`config.mk`:
```
export PLATFORM = sky130hd
export DESIGN_NAME = btn_ctrl_bank_flat
export DESIGN_NICKNAME = d
export VERILOG_FILES = /design/src/rtl/btn_ctrl_bank_if.sv /design/src/rtl/btn_ctrl_bank.sv /design/src/flat_wrapper.sv
export SDC_FILE = /design/constraint.sdc
export NUM_CORES = 1
export LEC_CHECK = 0
export CAP_MARGIN = 10
export CORE_ASPECT_RATIO = 0.75
export CORE_UTILIZATION = 50
export CTS_BUF_LIST = sky130_fd_sc_hd__clkbuf_2
export DETAILED_ROUTE_END_ITERATION = 8
export HOLD_SLACK_MARGIN = 0.08
export PLACE_DENSITY = 0.67
export SETUP_SLACK_MARGIN = 0.2
export SYNTH_ARGS = -nofsm -noshare
export SYNTH_HDL_FRONTEND = slang
export SYNTH_SLANG_ARGS = --single-unit
```
`constraint.sdc`:
```
create_clock -name ILA_clk -period 2.3 [get_ports ILA_clk]
set_input_delay 0.345 -clock ILA_clk [delete_from_list [all_inputs] [get_ports ILA_clk]]
set_output_delay 0.345 -clock ILA_clk [all_outputs]
set_load 0.05 [all_outputs]
```
`src/rtl/btn_ctrl_bank_if.sv`:
```
// Button bank signal bundle: raw pins and clear in, debounced levels, pulses,
// toggles and selector out. The master drives the pins, the slave is the controller.
interface btn_ctrl_bank_if #(
  parameter int NCH   = 4,
  parameter int SEL_W = 2
);
  logic [NCH-1:0]   btn;
  logic             clr_toggle;
  logic [NCH-1:0]   level;
  logic [NCH-1:0]   press;
  // Falling-edge pulse; "release" is a reserved word in SystemVerilog.
  logic [NCH-1:0]   rel;
  logic [NCH-1:0]   toggle;
  logic [NCH-1:0]   long_press;
  logic [SEL_W-1:0] sel;

  modport master (
    output btn, clr_toggle,
    input  level, press, rel, toggle, long_press, sel
  );

  modport slave (
    input  btn, clr_toggle,
    output level, press, rel, toggle, long_press, sel
  );
endinterface

```
`src/rtl/btn_ctrl_bank.sv`:
```
// Per-channel synchronise/debounce with press, release, toggle and long-press
// outputs, plus a wrap-around up/down selector driven by two channels.
module btn_ctrl_bank #(
  parameter int NCH         = 4,
  parameter int DEB_CYCLES  = 1048576,
  parameter int LONG_CYCLES = 50000000,
  parameter int SEL_W       = 2,
  parameter int SEL_MOD     = 4,
  parameter int UP_CH       = 2,
  parameter int DN_CH       = 3
) (
  input  logic             ILA_clk,
  input  logic             rstn,
  btn_ctrl_bank_if.slave   bus
);

  localparam int DW = $clog2(DEB_CYCLES);
  localparam int LW = $clog2(LONG_CYCLES);

  localparam logic [DW-1:0]    DEB_MAX  = DW'(DEB_CYCLES - 1);
  localparam logic [LW-1:0]    LONG_MAX = LW'(LONG_CYCLES - 1);
  localparam logic [LW-1:0]    LONG_PRE = LW'(LONG_CYCLES - 2);
  localparam logic [SEL_W-1:0] SEL_MAX  = SEL_W'(SEL_MOD - 1);

  logic [NCH-1:0]   s0_q, s0_d;
  logic [NCH-1:0]   s1_q, s1_d;
  logic [NCH-1:0]   level_q, level_d;
  logic [NCH-1:0]   press_q, press_d;
  logic [NCH-1:0]   rel_q, rel_d;
  logic [NCH-1:0]   toggle_q, toggle_d;
  logic [NCH-1:0]   long_q, long_d;
  logic [SEL_W-1:0] sel_q, sel_d;
  logic [DW-1:0]    dcnt_q [NCH];
  logic [DW-1:0]    dcnt_d [NCH];
  logic [LW-1:0]    lcnt_q [NCH];
  logic [LW-1:0]    lcnt_d [NCH];

  always_comb begin
    // NOTE: every output of this block gets a default first, so no path leaves
    // a signal unassigned and no latch is inferred.
    s0_d    = bus.btn;
    s1_d    = s0_q;
    level_d = level_q;
    press_d = '0;
    rel_d   = '0;
    long_d  = '0;
    for (int i = 0; i < NCH; i++) begin
      dcnt_d[i] = '0;
      lcnt_d[i] = '0;

      // Debounce: a level change is accepted only after DEB_CYCLES stable samples.
      if (s1_q[i] != level_q[i]) begin
        if (dcnt_q[i] == DEB_MAX) begin
          level_d[i] = s1_q[i];
          press_d[i] = s1_q[i];
          rel_d[i]   = ~s1_q[i];
        end else begin
          dcnt_d[i] = dcnt_q[i] + 1'b1;
        end
      end

      // Long press counter saturates, so the pulse fires once per hold.
      if (level_q[i]) begin
        if (lcnt_q[i] != LONG_MAX) begin
          lcnt_d[i] = lcnt_q[i] + 1'b1;
          long_d[i] = (lcnt_q[i] == LONG_PRE);
        end else begin
          lcnt_d[i] = lcnt_q[i];
        end
      end
    end
  end

  always_comb begin
    toggle_d = bus.clr_toggle ? '0 : (toggle_q ^ press_q);

    sel_d = sel_q;
    if (long_q[DN_CH]) begin
      sel_d = '0;
    end else if (press_q[UP_CH] && press_q[DN_CH]) begin
      sel_d = sel_q;
    end else if (press_q[UP_CH]) begin
      sel_d = (sel_q == SEL_MAX) ? '0 : sel_q + 1'b1;
    end else if (press_q[DN_CH]) begin
      sel_d = (sel_q == '0) ? SEL_MAX : sel_q - 1'b1;
    end
  end

  // NOTE: state is updated with non-blocking assignments only, so every flop
  // samples the pre-edge value of every other flop regardless of block order.
  always_ff @(posedge ILA_clk or negedge rstn) begin
    if (!rstn) begin
      s0_q     <= '0;
      s1_q     <= '0;
      level_q  <= '0;
      press_q  <= '0;
      rel_q    <= '0;
      toggle_q <= '0;
      long_q   <= '0;
      sel_q    <= '0;
      // NOTE: the counter arrays are real flops, not RAM, and must be reset so
      // that a reset mid-count discards any pending progress.
      dcnt_q   <= '{default: '0};
      lcnt_q   <= '{default: '0};
    end else begin
      s0_q     <= s0_d;
      s1_q     <= s1_d;
      level_q  <= level_d;
      press_q  <= press_d;
      rel_q    <= rel_d;
      toggle_q <= toggle_d;
      long_q   <= long_d;
      sel_q    <= sel_d;
      dcnt_q   <= dcnt_d;
      lcnt_q   <= lcnt_d;
    end
  end

  assign bus.level      = level_q;
  assign bus.press      = press_q;
  assign bus.rel        = rel_q;
  assign bus.toggle     = toggle_q;
  assign bus.long_press = long_q;
  assign bus.sel        = sel_q;

endmodule

```
`src/flat_wrapper.sv`:
```
// flat-port wrapper written by rule: the top's interface ports become plain ports
module btn_ctrl_bank_flat 
#(
  parameter int NCH         = 4,
  parameter int DEB_CYCLES  = 1048576,
  parameter int LONG_CYCLES = 50000000,
  parameter int SEL_W       = 2,
  parameter int SEL_MOD     = 4,
  parameter int UP_CH       = 2,
  parameter int DN_CH       = 3
)
  (ILA_clk, rstn, bus_btn, bus_clr_toggle, bus_level, bus_press, bus_rel, bus_toggle, bus_long_press, bus_sel);
  btn_ctrl_bank_if #(.NCH(NCH), .SEL_W(SEL_W)) bus_i ();
  input  logic ILA_clk;
  input  logic rstn;
  input wire logic [$bits(bus_i.btn)-1:0] bus_btn;
  input wire logic [$bits(bus_i.clr_toggle)-1:0] bus_clr_toggle;
  output wire logic [$bits(bus_i.level)-1:0] bus_level;
  output wire logic [$bits(bus_i.press)-1:0] bus_press;
  output wire logic [$bits(bus_i.rel)-1:0] bus_rel;
  output wire logic [$bits(bus_i.toggle)-1:0] bus_toggle;
  output wire logic [$bits(bus_i.long_press)-1:0] bus_long_press;
  output wire logic [$bits(bus_i.sel)-1:0] bus_sel;
  assign bus_i.btn = bus_btn;
  assign bus_i.clr_toggle = bus_clr_toggle;
  assign bus_level = bus_i.level;
  assign bus_press = bus_i.press;
  assign bus_rel = bus_i.rel;
  assign bus_toggle = bus_i.toggle;
  assign bus_long_press = bus_i.long_press;
  assign bus_sel = bus_i.sel;
  btn_ctrl_bank #(.NCH(NCH), .DEB_CYCLES(DEB_CYCLES), .LONG_CYCLES(LONG_CYCLES), .SEL_W(SEL_W), .SEL_MOD(SEL_MOD), .UP_CH(UP_CH), .DN_CH(DN_CH)) u_core (.ILA_clk(ILA_clk), .rstn(rstn), .bus(bus_i));
endmodule
```
==> results.tsv, run 1 <==
stage	metric	value	unit
status	status	finished, final reports clean	
logic_synthesis	number of flops mapped to enable cells by yosys	0	
power	PwrDens	556	mW/mm^2
logic_synthesis	share of synthesized flip-flops with an asynchronous set or reset	100	%
finish	utilization after layout	58.6	%
min_path	worst hold stages	0	
sta	minimum clock period	2.00	ns
critical_path	crit start category	register	
floorplan	row count	44	
logic_synthesis	Yosys reg bits	214	
logic_synthesis	synth warn	0	
sta	final hold vios	0	
critical_path	critical path class	reg2reg	
clock_tree	Clock Tree Root	clkbuf_2	
logic_synthesis	synth top area cells	dfrtp_1 52%, xor2_1 6.6%, xnor2_1 5.5%	
critical_path	worst-path cell with the longest stage delay	or4b_4	
critical_path	Req. time, crit path	2.98	ns
finish	diode count	0	
sta	FMAX	500	MHz
place	port bufs	28	
logic_synthesis	library cells used by synthesis	48	
clock_tree	CTS Buffer Depth	3	
floorplan	die area	0.0211	mm^2
floorplan	Initial Util	52.1	%
clock_tree	Clock Sinks	214	
routing	initial drt markers	488	
critical_path	critical path data arrival time	2.68	ns
sta	RSZ-0062 raised after global routing	yes	
floorplan	# IOs	29	
clock_tree	Worst-path clk slew	0.11	ns
grt	total global-route track usage	19.7	%
logic_synthesis	Syn Area/Cell	10.0	um^2
logic_synthesis	sequential-to-total area share from yosys stat	52.2	%
routing	WL/cell	13.9	um
logic_synthesis	cell taking the most area after synthesis	dfrtp_1	
sta	Slew @ Worst Pin	0.646	ns
critical_path	critical path's top delay family	simple AND/OR/NAND/NOR gates	
critical_path	cells along the critical path	nand4_4 > or4b_4 > nor4_4 > buf_4 > o21ai_0 > a21boi_0	
critical_path	WP depth	6	
critical_path	WP buf/inv	1	
critical_path	length in cells of the worst reg-to-reg path	6	
logic_synthesis	Cells after Synth	1022	
power	P_leak	5.13	nW
critical_path	CP max FO	8	
routing	post-route antenna net violation count	0	
logic_synthesis	Post-synth top cells	214 x dfrtp_1, 134 x nor2_1, 77 x xor2_1, 71 x nand2_1, 67 x nand3_1	
sta	period utilization	86.9	%
floorplan	Die Span X	167	um
clock_tree	total number of H-tree levels	2	
clock_tree	TritonCTS clock tree	done	
grt	vias in the first global route	7323	
logic_synthesis	Most used DFF post-synth	dfrtp_1	
routing	vias	7464	
finish	final net count	1135	
clock_tree	clk_lat worst skew	0.78	ns
sta	Finish-stage setup viols	0	
sta	final worst slack	0.300	ns
power	Pwr Total	6.43	mW
finish	synthesis-to-layout area growth	12.6	%
floorplan	die height	126	um
finish	share of layout cells above drive strength 1	12.4	%
place	detailed placement HPWL	12500	um
grt	global route total overflow	0	
critical_path	CP max stage delay	0.54	ns
logic_synthesis	most common cell in the netlist	dfrtp_1	
clock_tree	clock buffer count from CTS	53	
grt	global-route wire length before repair	34600	um
min_path	Hold Path Class	reg2reg	
power	worst vdd ir	0.670	mV
sta	Sum Neg Setup Slack	0	ns
floorplan	core area	0.0197	mm^2
job	MaxCap Viol Count	0	
critical_path	Crit. End Element	register	
routing	1st-pass router iterations	5	
grt	largest net degree at the start of global routing	75	
sta	headroom to the max-slew limit	56.5	%
place	pre-CTS WS	0.198	ns
routing	WL final	19500	um
sta	final slew viol count	0	
logic_synthesis	Syn Nets	1041	
sta	Worst Skew	0.0430	ns
place	GPL Wtd Cong	0.791	
routing	DR vias/cell	5.32	
grt	antenna violations before repair	0	
routing	number of remaining DRC errors	0	
logic_synthesis	top-area cell type share of the netlist area	52.2	%
logic_synthesis	Synth Cell Area	0.0103	mm^2
layout make-up:
class	instances	area, um^2
clock inverters	13	75.1
repair buffers	67	602
clock buffers	75	375
well taps	253	317
fillers	1788	8150
flip-flops and latches	214	5360
multi-input cells	758	4750
inverters	22	82.6
worst paths after layout:
check | startpoint | endpoint | slack (ns)
setup / recovery | u_core.lcnt_q[64] | u_core.lcnt_q[59] | 0.30
hold / removal | u_core.s0_q[0] | u_core.s1_q[0] | 0.36
setup reg to reg | u_core.lcnt_q[64] | u_core.lcnt_q[59] | 0.30
hold reg to reg | u_core.s0_q[0] | u_core.s1_q[0] | 0.36
max in group asynchronous | rstn | u_core.lcnt_q[16] | 0.91
min in group asynchronous | rstn | u_core.dcnt_q[57] | 0.62
power by group:
group	leakage, nW	switching, mW	internal (mW)
Sequential	2.96	0.0217	3.78
Clock	0.344	1.49	0.972
Combinational	1.82	0.114	0.0497
Total	5.13	1.62	4.81
cells in the final DEF (no fill, tap or decap), types with 10 or more instances in the layout:
cell	n
and2_1	45
clkinv_1	13
a21oi_1	10
nor3_1	19
nand4_1	60
nand3_1	67
buf_4	31
nand2_1	71
nor3b_1	11
dfrtp_1	213
a31oi_1	11
nand2b_1	15
or3_1	13
xor2_1	77
nor2_1	134
xnor2_1	65
o21ai_0	25
ha_1	11
clkbuf_2	79
and3_1	30
inv_1	21
nor4_1	20
kinds of logic after synthesis:
logic type	synth area share (%)
adder cells (fa/ha/maj)	1.46
multiplexers	1.32
buffers and inverters	1.89
flip-flops	52.2
XOR/XNOR	12.1
AO/OA/AOI/OAI	4.16
AND/OR/NAND/NOR	26.9
worst reg2reg max path: cells and delay by family (launching register included):
kind            cells  cell delay [ns]
simple gates        3             1.00
flops               1             0.47
compound gates      2             0.24
buf+inv             1             0.20
flip-flops by register name, summed over array words and instances, names as in the netlist:
signal	count
u_core.bus.sel	2
u_core.bus.long_press	4
u_core.bus.press	4
u_core.lcnt_q	104
u_core.dcnt_q	80
u_core.s1_q	4
u_core.bus.toggle	4
u_core.s0_q	4
u_core.bus.rel	4
u_core.bus.level	4
metrics by stage:
step                hold WS [ns]  instances  instance area (um^2)
CTS                        0.359       1400                 11500
detailed placement         0.313       1306                 11000
floorplan                 0.0494       1022                 10300
global route               0.370       1402                 11600
global placement           0.314       1306                 11000
finish                     0.358       1402                 11600
per-layer routing:
layer  vias to the layer above  routed length (um)  GRT usage (%)
met2                       110                7970           28.0
met1                      3567               10400           29.5
li1                       3753                   -              -
met3                        34                 787           4.34
met4                         0                 344           6.80
met5                         -                   0              0
what timing repair did:
action | in CTS | in global routing
buffers inserted | 0 | 2
setup endpoints to repair | 24 | 17
pin swaps | 0 | 0
endpoints found under the hold margin | 218 | 0
gates cloned | 0 | 0
gates resized for setup | 43 | 16
hold buffers | 6 | 0
Power figures use the tool's default switching activity.
==> inputs of run 2 (changes only) <==
--- a/config.mk
+++ b/config.mk
@@ -13,6 +13,7 @@
 export HOLD_SLACK_MARGIN = 0.08
 export PLACE_DENSITY = 0.67
 export SETUP_SLACK_MARGIN = 0.2
+export SLEW_MARGIN = 20
 export SYNTH_ARGS = -nofsm -noshare
 export SYNTH_HDL_FRONTEND = slang
 export SYNTH_SLANG_ARGS = --single-unit
==> results of run 2 <==
No change in the layout: final DEF, timing and power equal those of run 1.
==> inputs of run 3 (changes only) <==
--- a/config.mk
+++ b/config.mk
@@ -11,7 +11,7 @@
 export CTS_BUF_LIST = sky130_fd_sc_hd__clkbuf_2
 export DETAILED_ROUTE_END_ITERATION = 8
 export HOLD_SLACK_MARGIN = 0.08
-export PLACE_DENSITY = 0.67
+export PLACE_DENSITY = 0.75
 export SETUP_SLACK_MARGIN = 0.2
 export SLEW_MARGIN = 20
 export SYNTH_ARGS = -nofsm -noshare
==> run 3 against run 2 <==
Effect of this change: non-clock buffer count increased by 1; global-route usage decreased by 0.051 points; worst setup slack got worse by 0.057 ns; clock power decreased by 10%; wire length decreased by 0.92%; worst hold slack got worse by 0.15 ns; sequential power about the same; register-to-register slack got worse by 0.06 ns; final area decreased by 0.29%; die area unchanged; largest cell class unchanged.
==> results.tsv, run 3 (synthesized netlist as in run 1, its figures left out) <==
stage	metric	value	unit	change
grt	global-route wire length before repair	34600	um	about the same
sta	Finish-stage setup viols	0		unchanged
sta	final worst slack	0.243	ns	was 0.300 ns
sta	FMAX	486	MHz	was 500 MHz
finish	commonest cells after routing, fill and taps aside	211 x dfrtp_1, 134 x nor2_1, 77 x xor2_1		was 213 x dfrtp_1, 134 x nor2_1, 79 x clkbuf_2
place	detailed placement HPWL	12500	um	about the same
floorplan	die area	0.0211	mm^2	unchanged
routing	DR vias/cell	5.45		was 5.32
sta	Slew @ Worst Pin	0.619	ns	was 0.646 ns
floorplan	Die Span X	167	um	unchanged
clock_tree	Clock Sinks	214		unchanged
clock_tree	total number of H-tree levels	2		unchanged
power	PwrDens	537	mW/mm^2	was 556 mW/mm^2
routing	WL final	19300	um	was 19500 um
critical_path	crit start category	register		unchanged
grt	global route total overflow	0		unchanged
min_path	Hold Path Class	in2async		was reg2reg
sta	final hold vios	0		unchanged
place	GPL Wtd Cong	0.840		was 0.791
critical_path	critical path class	reg2reg		unchanged
finish	diode count	0		unchanged
floorplan	row count	44		unchanged
power	P_leak	5.12	nW	was 5.13 nW
power	clock power share	35.7	%	was 38.3%
routing	1st-pass router iterations	5		unchanged
routing	initial drt markers	500		was 488
sta	hold slack	0.204	ns	was 0.358 ns
finish	final net count	1134		was 1135
critical_path	critical path data arrival time	2.72	ns	was 2.68 ns
routing	vias	7601		was 7464
place	pre-CTS WS	0.224	ns	was 0.198 ns
critical_path	CP max FO	6		was 8
critical_path	Crit. End Element	register		unchanged
power	worst vdd ir	0.432	mV	was 0.670 mV
power	switch share	25.2	%	about the same
finish	largest register by flop count	u_core.lcnt_q		unchanged
floorplan	# IOs	29		unchanged
grt	total global-route track usage	19.6	%	was 19.7%
finish	synthesis-to-layout area growth	12.3	%	was 12.6%
power	Pwr Total	6.19	mW	was 6.43 mW
clock_tree	Worst-path clk slew	0.11	ns	about the same
grt	largest net degree at the start of global routing	48		was 75
job	MaxCap Viol Count	0		unchanged
place	port bufs	28		unchanged
sta	period utilization	89.4	%	was 86.9%
finish	# fillers	1737		was 1788
finish	max reg flops	104		unchanged
critical_path	Req. time, crit path	2.97	ns	was 2.98 ns
floorplan	core area	0.0197	mm^2	unchanged
status	status	finished, final reports clean		unchanged
floorplan	die height	126	um	unchanged
power	Internal Power	4.63	mW	was 4.81 mW
sta	minimum clock period	2.06	ns	was 2.00 ns
power	combinational cell fraction of total power	2.8	%	was 2.5%
sta	headroom to the max-slew limit	58.3	%	was 56.5%
clock_tree	clock buffer count from CTS	51		was 53
routing	number of remaining DRC errors	0		unchanged
sta	final slew viol count	0		unchanged
finish	Largest regs	u_core.lcnt_q x104, u_core.dcnt_q x80		unchanged
finish	commonest non-fill, non-tap cell in the layout	dfrtp_1		unchanged
grt	vias in the first global route	7515		was 7323
grt	antenna violations before repair	1		was 0
sta	Sum Neg Setup Slack	0	ns	unchanged
clock_tree	CTS Buffer Depth	3		unchanged
sta	RSZ-0062 raised after global routing	yes		unchanged
clock_tree	TritonCTS clock tree	done		unchanged
routing	WL/cell	13.8	um	was 13.9 um
floorplan	Initial Util	52.1	%	unchanged
routing	post-route antenna net violation count	0		unchanged
sta	Worst Skew	0.0233	ns	was 0.0430 ns
clock_tree	Clock Tree Root	clkbuf_2		unchanged
clock_tree	clk_lat worst skew	0.75	ns	was 0.78 ns
power	P_sw	1.56	mW	was 1.62 mW
finish	share of layout cells above drive strength 1	12.2	%	was 12.4%
power	Seq pwr share	61.5	%	was 59.2%
[run 3: cell types whose count changed in the layout (fill, tap and decap cells not counted), moves of 2 or more]
cell             before  now
clkinv_1             13   11
dfrtp_2               1    3
clkbuf_2             79   73
dfrtp_1             213  211
clkdlybuf4s15_2       5    3
clkdlybuf4s15_1       1    3
[run 3: metal layers]
metal / global-route usage, % / routed length [um]
met5: 0 / 0
met4: 5.77 / 263
met3: 4.43 / 905
met2: 28.9 / 8170
met1: 28.8 / 9980
[run 3: path summary, 6_finish.rpt]
path                                   startpoint           endpoint  slack [ns]  cells after the start
worst max-delay path            u_core.lcnt_q[53]  u_core.lcnt_q[68]        0.24                      6
worst min-delay path                         rstn  u_core.lcnt_q[36]        0.20                      3
worst max register to register  u_core.lcnt_q[53]  u_core.lcnt_q[68]        0.24                      6
worst min register to register     u_core.s0_q[1]     u_core.s1_q[1]        0.37                      0
max in group asynchronous                    rstn  u_core.lcnt_q[52]        1.58                      3
min in group ILA_clk               u_core.s0_q[1]     u_core.s1_q[1]        0.37                      0
[run 3: critical path: stages, from the launching register on]
cell and delay [ns]:
dfrtp_1 0.43, ha_2 0.25, and3_1 0.21, nand2b_1 0.13, or3_1 0.43, or3_1 0.35, a21boi_0 0.18
[run 3: power by group through the flow]
stage | combinational [mW] | clock [mW] | sequential (mW)
after global routing | 0.205 | 2.52 | 3.81
after detailed placement | 0.168 | 0 | 3.88
after global placement | 0.166 | 0 | 3.88
after CTS | 0.183 | 2.34 | 3.81
after floorplan | 0.0500 | 0 | 3.88
final | 0.173 | 2.21 | 3.81
[run 3: final cells by class]
| class | instances | area [um^2] | share of cell area (%) |
|---|---|---|---|
| Timing Repair Buffer | 68 | 626 | 5.43 |
| Sequential cell | 214 | 5360 | 46.5 |
| Multi-Input combinational cell | 758 | 4750 | 41.2 |
| Clock buffer | 69 | 345 | 3.00 |
| Clock inverter | 11 | 42.5 | 0.369 |
| Tap cell | 253 | 317 | 2.75 |
| Inverter | 22 | 82.6 | 0.717 |
[run 3: per-stage QoR]
stage / area (um^2) / std cells / utilization, %
2_1_floorplan: 10300 / 1022 / -
3_3_place_gp: 11000 / 1305 / 55.9
3_5_place_dp: 11000 / 1305 / 55.9
4_1_cts: 11500 / 1392 / 58.3
5_1_grt: 11500 / 1395 / 58.5
6_report: 11500 / 1395 / 58.5
[run 3: timing repair]
item | 4_1_cts | 5_1_grt
setup endpoints to repair | 22 | 32
buffers inserted | 0 | 3
hold buffers | 7 | 0
endpoints found under the hold margin | 218 | 0
pin swaps | 0 | 1
gates resized for setup | 35 | 19
==> RTL change: new RTL, settings of run 1 <==
Take the reset off `s0_q` and load it in a clocked block of its own.
--- a/src/rtl/btn_ctrl_bank.sv
+++ b/src/rtl/btn_ctrl_bank.sv
@@ -92,3 +92,2 @@
     if (!rstn) begin
-      s0_q     <= '0;
       s1_q     <= '0;
@@ -105,3 +104,2 @@
     end else begin
-      s0_q     <= s0_d;
       s1_q     <= s1_d;
@@ -118,2 +116,6 @@
 
+  always_ff @(posedge ILA_clk) begin
+    s0_q <= s0_d;
+  end
+
   assign bus.level      = level_q;
Function: no difference found for any inputs over 10 cycles, from zero or initial values and one cycle with rstn low; that may be too few to reach the edited logic, so the function may still have changed.
==> RTL change against run 1 <==
  * First-iteration DRC count fell by 12%
  * Cell area fell by 0.13%
  * Clock skew fell by 7.2 ps
  * Sequential cell count did not move
  * Synthesized area fell by 0.20%
  * Wire length fell by 2.7%
  * Synthesized cell count did not move
  * Total power fell by 1.9%
  * Highest routed layer unchanged
  * Setup slack improved by 11 ps
==> RTL change: results (changes against run 1) <==
- Sequential-to-total area share from yosys stat: 52.1% (-0.093 points)
- DP HPWL: 12400 um (-1.1%)
- M1 WL: 9850 um (-5.2%)
- Met2 wire len: 8020 um (+0.53%)
- Status: finished, final reports clean
- Ys async rst share: 98.1% (-1.9 points)
- Non-clock buffers: 69 (+3.0%)
- Inst Count DP: 1308 (+0.15%)
- Fillers: 1733 (-3.1%)
- Clk cell area share: 3.75% (-0.15 points)
- WL final: 19000 um (-2.7%)
- Crit-path max FO: 9 (+1)
- Skew final: 35.8 ps (-7.19 ps)
- Met3 usage: 4.21% (-0.13 points)
- Met3 WL: 763 um (-3.0%)
- Share of cell area taken by multi-input logic gates: 41.1% (+0.043 points)
- Met1 GRT Util: 28.8% (-0.68 points)
- First-pass GRT wire length: 34300 um (-0.92%)
- Achievable clock frequency: 503 MHz (+0.54%)
- Cell variety after synth: 49 (+2.1%)
- Top cells by count, synth: dfrtp_1, nor2_1, xor2_1
- Placed Area: 0.0110 mm2 (about the same)
- Crit path to: u_core.lcnt_q[70]
- R2R Path End: u_core.lcnt_q[70]
- Via count: 7441 (-0.31%)
-- RTL change: cell types whose count changed after synthesis --
cell / before / now
dfxtp_1: 0 / 4
dfrtp_1: 214 / 210
-- RTL change: power by group through the flow --
| stage | combinational [W] | clock, W | sequential [W] |
|---|---|---|---|
| after floorplan | 0.0000500 | 0 | 0.00388 |
| after global placement | 0.000166 | 0 | 0.00388 |
| after detailed placement | 0.000167 | 0 | 0.00388 |
| after CTS | 0.000182 | 0.00247 | 0.00380 |
| after global routing | 0.000203 | 0.00264 | 0.00381 |
| final | 0.000172 | 0.00233 | 0.00380 |
-- RTL change: what timing repair did --
action                                 CTS  global route
resized for setup                       48            20
hold buffers                             7             0
endpoints found under the hold margin  214             0
buffers inserted                         0             1
setup endpoints to repair               23            30
pin swaps                                0             0
-- RTL change: cells by family after synthesis --
| family | Yosys count | synth area share, % |
|---|---|---|
| AND/OR/NAND/NOR | 522 | 26.9 |
| flip-flops | 214 | 52.1 |
| XOR/XNOR | 142 | 12.1 |
| AO/OA/AOI/OAI | 69 | 4.17 |
| buffers and inverters | 50 | 1.89 |
| multiplexers | 13 | 1.32 |
| adder cells (fa/ha/maj) | 12 | 1.47 |
-- RTL change: worst min-delay path by stage --
| stage | cells past startpoint | end | slack [ps] | startpoint |
|---|---|---|---|---|
| 4_1_cts | 2 | u_core.bus.toggle[3] | 320 | bus_clr_toggle |
| 5_1_grt | 2 | u_core.bus.toggle[3] | 340 | bus_clr_toggle |
| 3_3_place_gp | 0 | u_core.s1_q[0] | 320 | u_core.s0_q[0] |
| 3_5_place_dp | 0 | u_core.s1_q[0] | 320 | u_core.s0_q[0] |
| 6_report | 0 | u_core.s1_q[2] | 330 | u_core.s0_q[2] |
| 2_1_floorplan | 0 | u_core.bus.level[0] | 50 | rstn |
